`src/rtl/dpb_packer_if.sv`:
```
// dpb_packer_if: byte-in / word-out handshake bundle for the PDP-10 byte deposit engine
interface dpb_packer_if;
    logic        start;
    logic [0:5]  size;
    logic [0:35] byte_in;
    logic        byte_valid;
    logic        byte_ready;
    logic        flush;
    logic [0:35] word_out;
    logic        word_valid;
    logic        word_ready;
    logic [0:5]  pos;
    logic        size_err;

    modport master (
        output start, size, byte_in, byte_valid, flush, word_ready,
        input  byte_ready, word_out, word_valid, pos, size_err
    );

    modport slave (
        input  start, size, byte_in, byte_valid, flush, word_ready,
        output byte_ready, word_out, word_valid, pos, size_err
    );
endinterface

```
`src/rtl/dpb_packer.sv`:
```
// dpb_packer: deposits right-justified S-bit bytes left to right into 36-bit words (P <- P - S)
module dpb_packer (
    input logic          clk,
    input logic          rst,
    input logic          clken_i,
    dpb_packer_if.slave  bus
);
    typedef enum logic [1:0] {IDLE, FILL, EMIT} state_t;

    state_t      state_q, state_d;
    logic [0:5]  sz_q, sz_d, p_q, p_d, p_n;
    logic [0:35] acc_q, acc_d, acc_n, word_q, word_d, mask;
    logic        err_q, err_d, accept, legal, done;

    // sz=36 wraps the shifted one to zero, so the subtraction yields an all-ones mask
    assign mask   = (36'd1 << sz_q) - 36'd1;
    assign accept = (state_q == FILL) && bus.byte_valid;
    assign legal  = (bus.size != 6'd0) && (bus.size <= 6'd36);
    assign p_n    = accept ? p_q - sz_q : p_q;
    assign acc_n  = accept ? acc_q | ((bus.byte_in & mask) << p_n) : acc_q;
    assign done   = (accept && p_n < sz_q) || (bus.flush && p_n != 6'd36);

    // State register; reset wins over clken
    always_ff @(posedge clk) begin
        if (!rst) begin
            state_q <= IDLE;
            sz_q    <= 6'd0;
            p_q     <= 6'd36;
            acc_q   <= 36'd0;
            word_q  <= 36'd0;
            err_q   <= 1'b0;
        end else begin
            state_q <= state_d;
            sz_q    <= sz_d;
            p_q     <= p_d;
            acc_q   <= acc_d;
            word_q  <= word_d;
            err_q   <= err_d;
        end
    end

    // Next state: start has priority, then fill/flush or the emit handshake
    always_comb begin
        state_d = state_q;
        sz_d    = sz_q;
        p_d     = p_q;
        acc_d   = acc_q;
        word_d  = word_q;
        err_d   = 1'b0;
        if (clken_i) begin
            if (bus.start) begin
                if (legal) begin
                    sz_d    = bus.size;
                    p_d     = 6'd36;
                    acc_d   = 36'd0;
                    state_d = FILL;
                end else begin
                    state_d = IDLE;
                    err_d   = 1'b1;
                end
            end else if (state_q == FILL) begin
                if (done) begin
                    word_d  = acc_n;
                    acc_d   = 36'd0;
                    p_d     = 6'd36;
                    state_d = EMIT;
                end else begin
                    acc_d = acc_n;
                    p_d   = p_n;
                end
            end else if (state_q == EMIT && bus.word_ready) begin
                state_d = FILL;
            end
        end
    end

    assign bus.byte_ready = (state_q == FILL);
    assign bus.word_valid = (state_q == EMIT);
    assign bus.word_out   = word_q;
    assign bus.pos        = p_q;
    assign bus.size_err   = err_q;
endmodule

```
`src/flat_wrapper.sv`:
```
// flat-port wrapper written by rule: the top's interface ports become plain ports
module dpb_packer_flat 
  (clk, rst, clken_i, bus_start, bus_size, bus_byte_in, bus_byte_valid, bus_flush, bus_word_ready, bus_byte_ready, bus_word_out, bus_word_valid, bus_pos, bus_size_err);
  dpb_packer_if bus_i ();
  input logic clk;
  input logic rst;
  input logic clken_i;
  input wire logic [$bits(bus_i.start)-1:0] bus_start;
  input wire logic [$bits(bus_i.size)-1:0] bus_size;
  input wire logic [$bits(bus_i.byte_in)-1:0] bus_byte_in;
  input wire logic [$bits(bus_i.byte_valid)-1:0] bus_byte_valid;
  input wire logic [$bits(bus_i.flush)-1:0] bus_flush;
  input wire logic [$bits(bus_i.word_ready)-1:0] bus_word_ready;
  output wire logic [$bits(bus_i.byte_ready)-1:0] bus_byte_ready;
  output wire logic [$bits(bus_i.word_out)-1:0] bus_word_out;
  output wire logic [$bits(bus_i.word_valid)-1:0] bus_word_valid;
  output wire logic [$bits(bus_i.pos)-1:0] bus_pos;
  output wire logic [$bits(bus_i.size_err)-1:0] bus_size_err;
  assign bus_i.start = bus_start;
  assign bus_i.size = bus_size;
  assign bus_i.byte_in = bus_byte_in;
  assign bus_i.byte_valid = bus_byte_valid;
  assign bus_i.flush = bus_flush;
  assign bus_i.word_ready = bus_word_ready;
  assign bus_byte_ready = bus_i.byte_ready;
  assign bus_word_out = bus_i.word_out;
  assign bus_word_valid = bus_i.word_valid;
  assign bus_pos = bus_i.pos;
  assign bus_size_err = bus_i.size_err;
  dpb_packer u_core (.clk(clk), .rst(rst), .clken_i(clken_i), .bus(bus_i));
endmodule
```
`config.mk`:
```
export PLATFORM = sky130hd
export DESIGN_NAME = dpb_packer_flat
export DESIGN_NICKNAME = d
export VERILOG_FILES = /design/src/rtl/dpb_packer_if.sv /design/src/rtl/dpb_packer.sv /design/src/flat_wrapper.sv
export SDC_FILE = /design/constraint.sdc
export NUM_CORES = 1
export LEC_CHECK = 0
export BUFFER_PORTS_ARGS = -buffer_cell sky130_fd_sc_hd__buf_2
export CAP_MARGIN = 30
export CORE_UTILIZATION = 50
export CTS_BUF_LIST = sky130_fd_sc_hd__clkbuf_8
export DETAILED_ROUTE_END_ITERATION = 10
export PLACE_DENSITY = 0.7
export SYNTH_ARGS = -nofsm -noshare
export SYNTH_HDL_FRONTEND = slang
export SYNTH_SLANG_ARGS = --single-unit
```
`constraint.sdc`:
```
create_clock -name clk -period 4.8 [get_ports clk]
set_input_delay 0.24 -clock clk [delete_from_list [all_inputs] [get_ports clk]]
set_output_delay 0.24 -clock clk [all_outputs]
set_load 0.1 [all_outputs]
```
# --- Word level (Yosys, flattened, before mapping) ---
# Index checks and enable logic that the tools add are counted.
totals:
  reg_bits: 87
  input_bits: 49
  output_inout_bits: 45
  word_cells: 50
classes:
  addsub: 2
  n_lt_le_gt_ge: 2
  n_eq_ne: 5
  shifts: 2
  mux: 16
  bitwise: 3
  reduce_logical: 14
op_table:
  columns: ["operator", "count"]
  rows:
  - ["$mux 36", 5]
  - ["$and 36x36->36", 1]
  - ["$or 36x36->36", 1]
  - ["$shl 1x6->36 const A", 1]
  - ["$shl 36x6->36", 1]
  - ["$sub 36x1->36 const B", 1]
  - ["$mux 6", 5]
  - ["$reduce_and 3->1", 4]
  - ["$mux 2", 4]
  - ["$le 6x6->1 const B", 1]
  - ["$lt 6x6->1", 1]
  - ["$ne 6x6->1 const B", 1]
  - ["$reduce_bool 6->1", 1]
  - ["$sub 6x6->6", 1]
  - ["$logic_and 1x1->1", 5]
  - ["$reduce_and 4->1", 1]
  - ["$ne 3x2->1 const B", 1]
  - ["$reduce_bool 3->1", 1]
  - ["$eq 2x1->1 const B", 1]
  - ["$eq 2x2->1 const B", 1]
  - ["$mux 1", 2]
  - ["$ne 2x1->1 const B", 1]
  - ["$reduce_bool 2->1", 1]
  - ["$logic_or 1x1->1", 1]
  - ["$not 1->1", 1]

# --- Logic depth before layout (Yosys ltp) ---
depth:
  ltp_word: 9
  ltp_mapped: 23
  depth_no_buf: 17

# --- Worst setup path before layout ---
# No wires, ideal clock.
synth_path:
  path_kind: "register -> register"
  startpoint: "register u_core.p_q, in the netlist u_core.bus.pos[5]"
  endpoint: "register u_core.p_q, in the netlist u_core.bus.pos[0]"
  setup_time_ns: 0.065
  arrival_ns: 4.650
  t_required_ns: 4.735
  setup_slack_ns: 0.085
  path_stages_with_launch: 21
  n_path_buf: 3
  synth_period_minus_slack_ns: 4.715
  cell_sequence: "dfxtp_1 -> inv_1 -> ha_1 -> inv_1 -> fa_1 -> a21o_1 -> a21oi_1 -> xor2_1 -> o21a_1 -> buf_2 -> clkinv_1 -> clkbuf_1 -> ha_1 -> a21o_1 -> a211oi_1 -> o211a_1 -> nand2b_1 -> nor2_1 -> clkbuf_1 -> a211o_1 -> nand3_1"
synth_between:
  elab_chain_cells: 8
  elab_cells_between_ends: 10
  classes_between: "add/sub (1); order compare (1); eq/ne (1); mux (4); reduce/logical (3)"
synth_lines:
  columns: ["element", "line", "rtl"]
  rows:
  - ["from (decl)", "dpb_packer.sv:11", "logic [0:5] sz_q, sz_d, p_q, p_d, p_n;"]
  - ["from (signal assigned)", "dpb_packer.sv:35", "p_q <= p_d;"]
  - ["$sub 6x6->6", "dpb_packer.sv:19", "assign p_n = accept ? p_q - sz_q : p_q;"]
  - ["$mux 6 (*)", "dpb_packer.sv:19", null]
  - ["$lt 6x6->1 / $ne 6x6->1 (equally long branches)", "dpb_packer.sv:21", "assign done = (accept && p_n < sz_q) || (bus.flush && p_n != 6'd36);"]
  - ["$logic_and 1x1->1", "dpb_packer.sv:21", null]
  - ["$logic_or 1x1->1", "dpb_packer.sv:21", null]
  - ["$mux 6 (*)", "dpb_packer.sv:62", "if (done) begin"]
  - ["$mux 6 (*)", "dpb_packer.sv:61", "end else if (state_q == FILL) begin"]
  - ["$mux 6 (*)", "dpb_packer.sv:51", "if (bus.start) begin"]
# Every way passes the cells marked *; elsewhere a longest branch is shown, timed or not. The select of a mux whose other input is x is not followed.
# A chain may end at the register's enable or synchronous reset.

# --- Final worst setup path ---
layout_path:
  startpoint: "register u_core.sz_q[3] in the netlist's numbering"
  endpoint: "register u_core.word_q, in the netlist u_core.bus.word_out[14]"
layout_between:
  elab_chain_cells: 6
  elab_cells_between_ends: 14
  classes_between: "add/sub (2); order compare (1); eq/ne (1); shift (2); mux (2); bitwise (2); reduce/logical (4)"
layout_lines:
  columns: ["element", "line", "rtl"]
  rows:
  - ["from (decl)", "dpb_packer.sv:11", null]
  - ["from (signal assigned)", "dpb_packer.sv:34", "sz_q <= sz_d;"]
  - ["$shl 1x6->36 / $sub 6x6->6 (equally long branches)", "dpb_packer.sv:16, dpb_packer.sv:19", null]
  - ["$sub 36x1->36 / $mux 6 (equally long branches)", "dpb_packer.sv:16, dpb_packer.sv:19", null]
  - ["$and 36x36->36, or another cell as far along", "dpb_packer.sv:20", "assign acc_n = accept ? acc_q | ((bus.byte_in & mask) << p_n) : acc_q;"]
  - ["$shl 36x6->36 / $logic_and 1x1->1 (equally long branches)", "dpb_packer.sv:20, dpb_packer.sv:21", null]
  - ["$or 36x36->36 / $logic_or 1x1->1 (equally long branches)", "dpb_packer.sv:20, dpb_packer.sv:21", null]
  - ["$mux 36 / $reduce_and 4->1 (equally long branches)", null, null]
  - ["to (signal assigned)", "dpb_packer.sv:37", "word_q <= word_d;"]
  - ["to (decl)", "dpb_packer.sv:12", "logic [0:35] acc_q, acc_d, acc_n, word_q, word_d, mask;"]
# Parallel ways exist; a longest one is shown, timed or not.

==> impl_metrics.csv <==
group,metric,value,unit
global_routing,antenna_found_initial,0,
status,status,"complete, no violations",
timing,setup_tns,0,ns
detailed_routing,vias,7915,
global_routing,grt_pass1_wl,38100,um
synthesis,synth_warnings,0,
global_routing,grt_pass1_vias,7278,
global_routing,grt-ovfl-total,0,
floorplanning,dieHeight,120,um
detailed_routing,wire_per_inst,20.1,um
timing,slew_headroom,0.391,
clock_network,clock_path_buffers,2,
global_routing,grt_max_degree,57,
synthesis,netlist_area,6920,um2
setup_path,critPathMaxFanout,44,
synthesis,yosysTopAreaCell,"dfxtp_1",
synthesis,ys_seq_area_frac,0.252,
floorplanning,dieArea,14300,um2
cells_and_area,nFillCells,1338,
clock_network,htreeDepth,3,
timing,hold_viol_final,0,
synthesis,synthTopCellsByArea,"dfxtp_1 (25%), a21oi_1 (7.1%), o21ai_0 (5.9%)",
hold_path,hold_path_class,"input port to flop",
hold_path,hold-path-endpoint,"u_core.sz_q[1]",
synthesis,synth_ff_type,"dfxtp_1",
placement,place_area,7510,um2
hold_path,holdPathStages,3,
setup_path,end_kind,"flop",
placement,post-place-ws,0.481,ns
synthesis,yosysTopAreaCellShare,0.252,
synthesis,async_reset_ff_frac,0,
synthesis,syn_inst,955,
hold_path,hp-start,"bus_size[4]",
timing,final_max_slew_viol_count,0,
clock_network,insertion_delay,0.39,ns
floorplanning,die_w,120,um
timing,max_slew.worst_pin.slew,0.911,ns
synthesis,synth_edf_count,0,
setup_path,critPathKind,"flop to flop",
timing,rsz0062_at_grt,"no",
setup_path,reg2reg_to,"u_core.bus.word_out[14]",
placement,gp_congestion,0.961,
detailed_routing,dr.pass1.iters,6,
clock_network,cts_buffers,9,
detailed_routing,drt_iter0_drc,1079,
clock_network,cts-root-buf,"clkbuf_8",
setup_path,rr_startpoint,"u_core.sz_q[3]",
flow_run,maxCapViolations,0,
synthesis,yosys.cell_count.top_type,"nor2_1",
synthesis,avgSynthCellArea,7.24,um2
floorplanning,io_pins,94,
setup_path,arrival,4.58,ns
cells_and_area,n_antenna_cell,0,
timing,layout_setup_ws,0.520,ns
floorplanning,num_rows,42,
cells_and_area,post-route-util,0.579,
clock_network,path_clk_slew,0.08,ns
floorplanning,start_util,0.518,
cells_and_area,final_nets,1070,
timing,fmax,234,MHz
cells_and_area,drive_gt1_frac,0.172,
cells_and_area,multi_input_area,4770,um2
global_routing,grtUsageTotal,0.337,
setup_path,startpoint_type,"flop",
detailed_routing,viasPerCell,6.66,
detailed_routing,ant_nets,0,
timing,period_needed,4.28,ns
detailed_routing,routed_wl,23900,um
timing,finalSetupViolCount,0,
synthesis,synth_commonest_cells,"nor2_1 (102), a21oi_1 (98), dfxtp_1 (87), o21ai_0 (82), nand2_1 (69)",
placement,port_buffers,93,
detailed_routing,drc,0,
synthesis,syn_nets,1016,
setup_path,r2r_setup_slack,0.52,ns
pwr,irDropWorstVdd,0.000205,V
pwr,power_density,220,nW/um2
clock_network,cts_tree,"done",
setup_path,cp.required,5.10,ns
timing,min_period_over_period,0.892,
clock_network,cts_sinks,87,
timing,fin_worst_skew,0.0161,ns
pwr,p_leak,0.00294,uW
setup_path,reg2reg_depth,16,
cells_and_area,syn2layout_area_growth,11.7,%
placement,dp_hpwl,17400,um
cells_and_area,design_area,7720,um2
synthesis,synth.distinct_cells,89,
cells_and_area,seq_area,1740,um2
synthesis,ys_ff_latch,87,
floorplanning,coreArea,13300,um2
[power by group]
part           switching, uW  internal [uW]  total (uW)  leakage [uW]
clock network            273            252         525     0.0000944
logic                    297            151         449       0.00215
registers               4.21            725         729      0.000701
[routing by layer]
metal | vias to the layer above | global-route usage | routed length (um)
met2 | 424 | 0.515 | 10500
li1 | 3729 | - | -
met5 | - | 0 | 0
met3 | 62 | 0.0827 | 2220
met4 | 0 | 0.136 | 843
met1 | 3700 | 0.453 | 10300
[kinds of logic after synthesis]
family,share of synthesized area
simple gates,0.244
buf+inv,0.0615
xor+xnor,0.0152
compound gates,0.370
mux,0.0349
fa+ha+maj,0.0228
flops,0.252
[worst max-delay path, cell delays in order (launching register included)]
cell,delay [ns]
dfxtp_1,0.31
inv_1,0.18
ha_1,0.30
or2_2,0.33
o2111a_1,0.15
a211oi_1,0.39
nand2_1,0.17
xor2_1,0.33
inv_1,0.17
ha_1,0.34
a211oi_1,0.21
o211a_1,0.29
nand2_1,0.14
nand2_1,0.12
buf_6,0.29
nand3_1,0.21
o211ai_1,0.23
[final cells by class]
cell class	instances	share of cell area
clock buffers	10	0.0178
clock inverters	5	0.00761
inverters	16	0.00777
multi-input cells	767	0.618
flip-flops and latches	87	0.225
well taps	176	0.0285
repair buffers	128	0.0948
[registers in the layout (all words and copies together), names as in the netlist]
register,flops
u_core.bus.pos,6
u_core.acc_q,36
u_core.bus.size_err,1
u_core.state_q,2
u_core.sz_q,6
u_core.bus.word_out,36
[how the worst max path moves through the flow]
stage,start,end,cells past startpoint
global route,u_core.sz_q[3],u_core.bus.word_out[4],16
CTS,u_core.sz_q[3],u_core.bus.word_out[5],16
floorplan,u_core.bus.pos[5],u_core.bus.pos[0],20
detailed placement,u_core.sz_q[3],u_core.bus.word_out[5],16
global placement,u_core.sz_q[3],u_core.acc_q[12],15
finish,u_core.sz_q[3],u_core.bus.word_out[14],16
[timing repair]
action / in CTS / in global routing
endpoints found under the setup margin: 0 / 6
endpoints found under the hold margin: 0 / 0
hold buffers: 0 / 0
setup buffers: 0 / 2
resized for setup: 0 / 1
[cell usage in the layout (no fill, tap or decap), types with 14 or more instances in the layout]
cell type,instances
dfxtp_1,87
buf_4,34
nor3_1,38
a211oi_1,33
mux2i_1,22
inv_1,14
o21ai_0,82
nand2_1,69
nand3_1,31
nor2_1,102
a21oi_1,97
a31oi_1,16
buf_2,93
[through the flow]
step / instances / hold slack (ns) / total power, uW
floorplan: 955 / 0.387 / 1050
global placement: 1172 / 0.438 / 1180
detailed placement: 1172 / 0.445 / 1180
CTS: 1187 / 0.112 / 1690
global route: 1189 / 0.112 / 1770
finish: 1189 / 0.122 / 1700
Power figures use the tool's default switching activity.
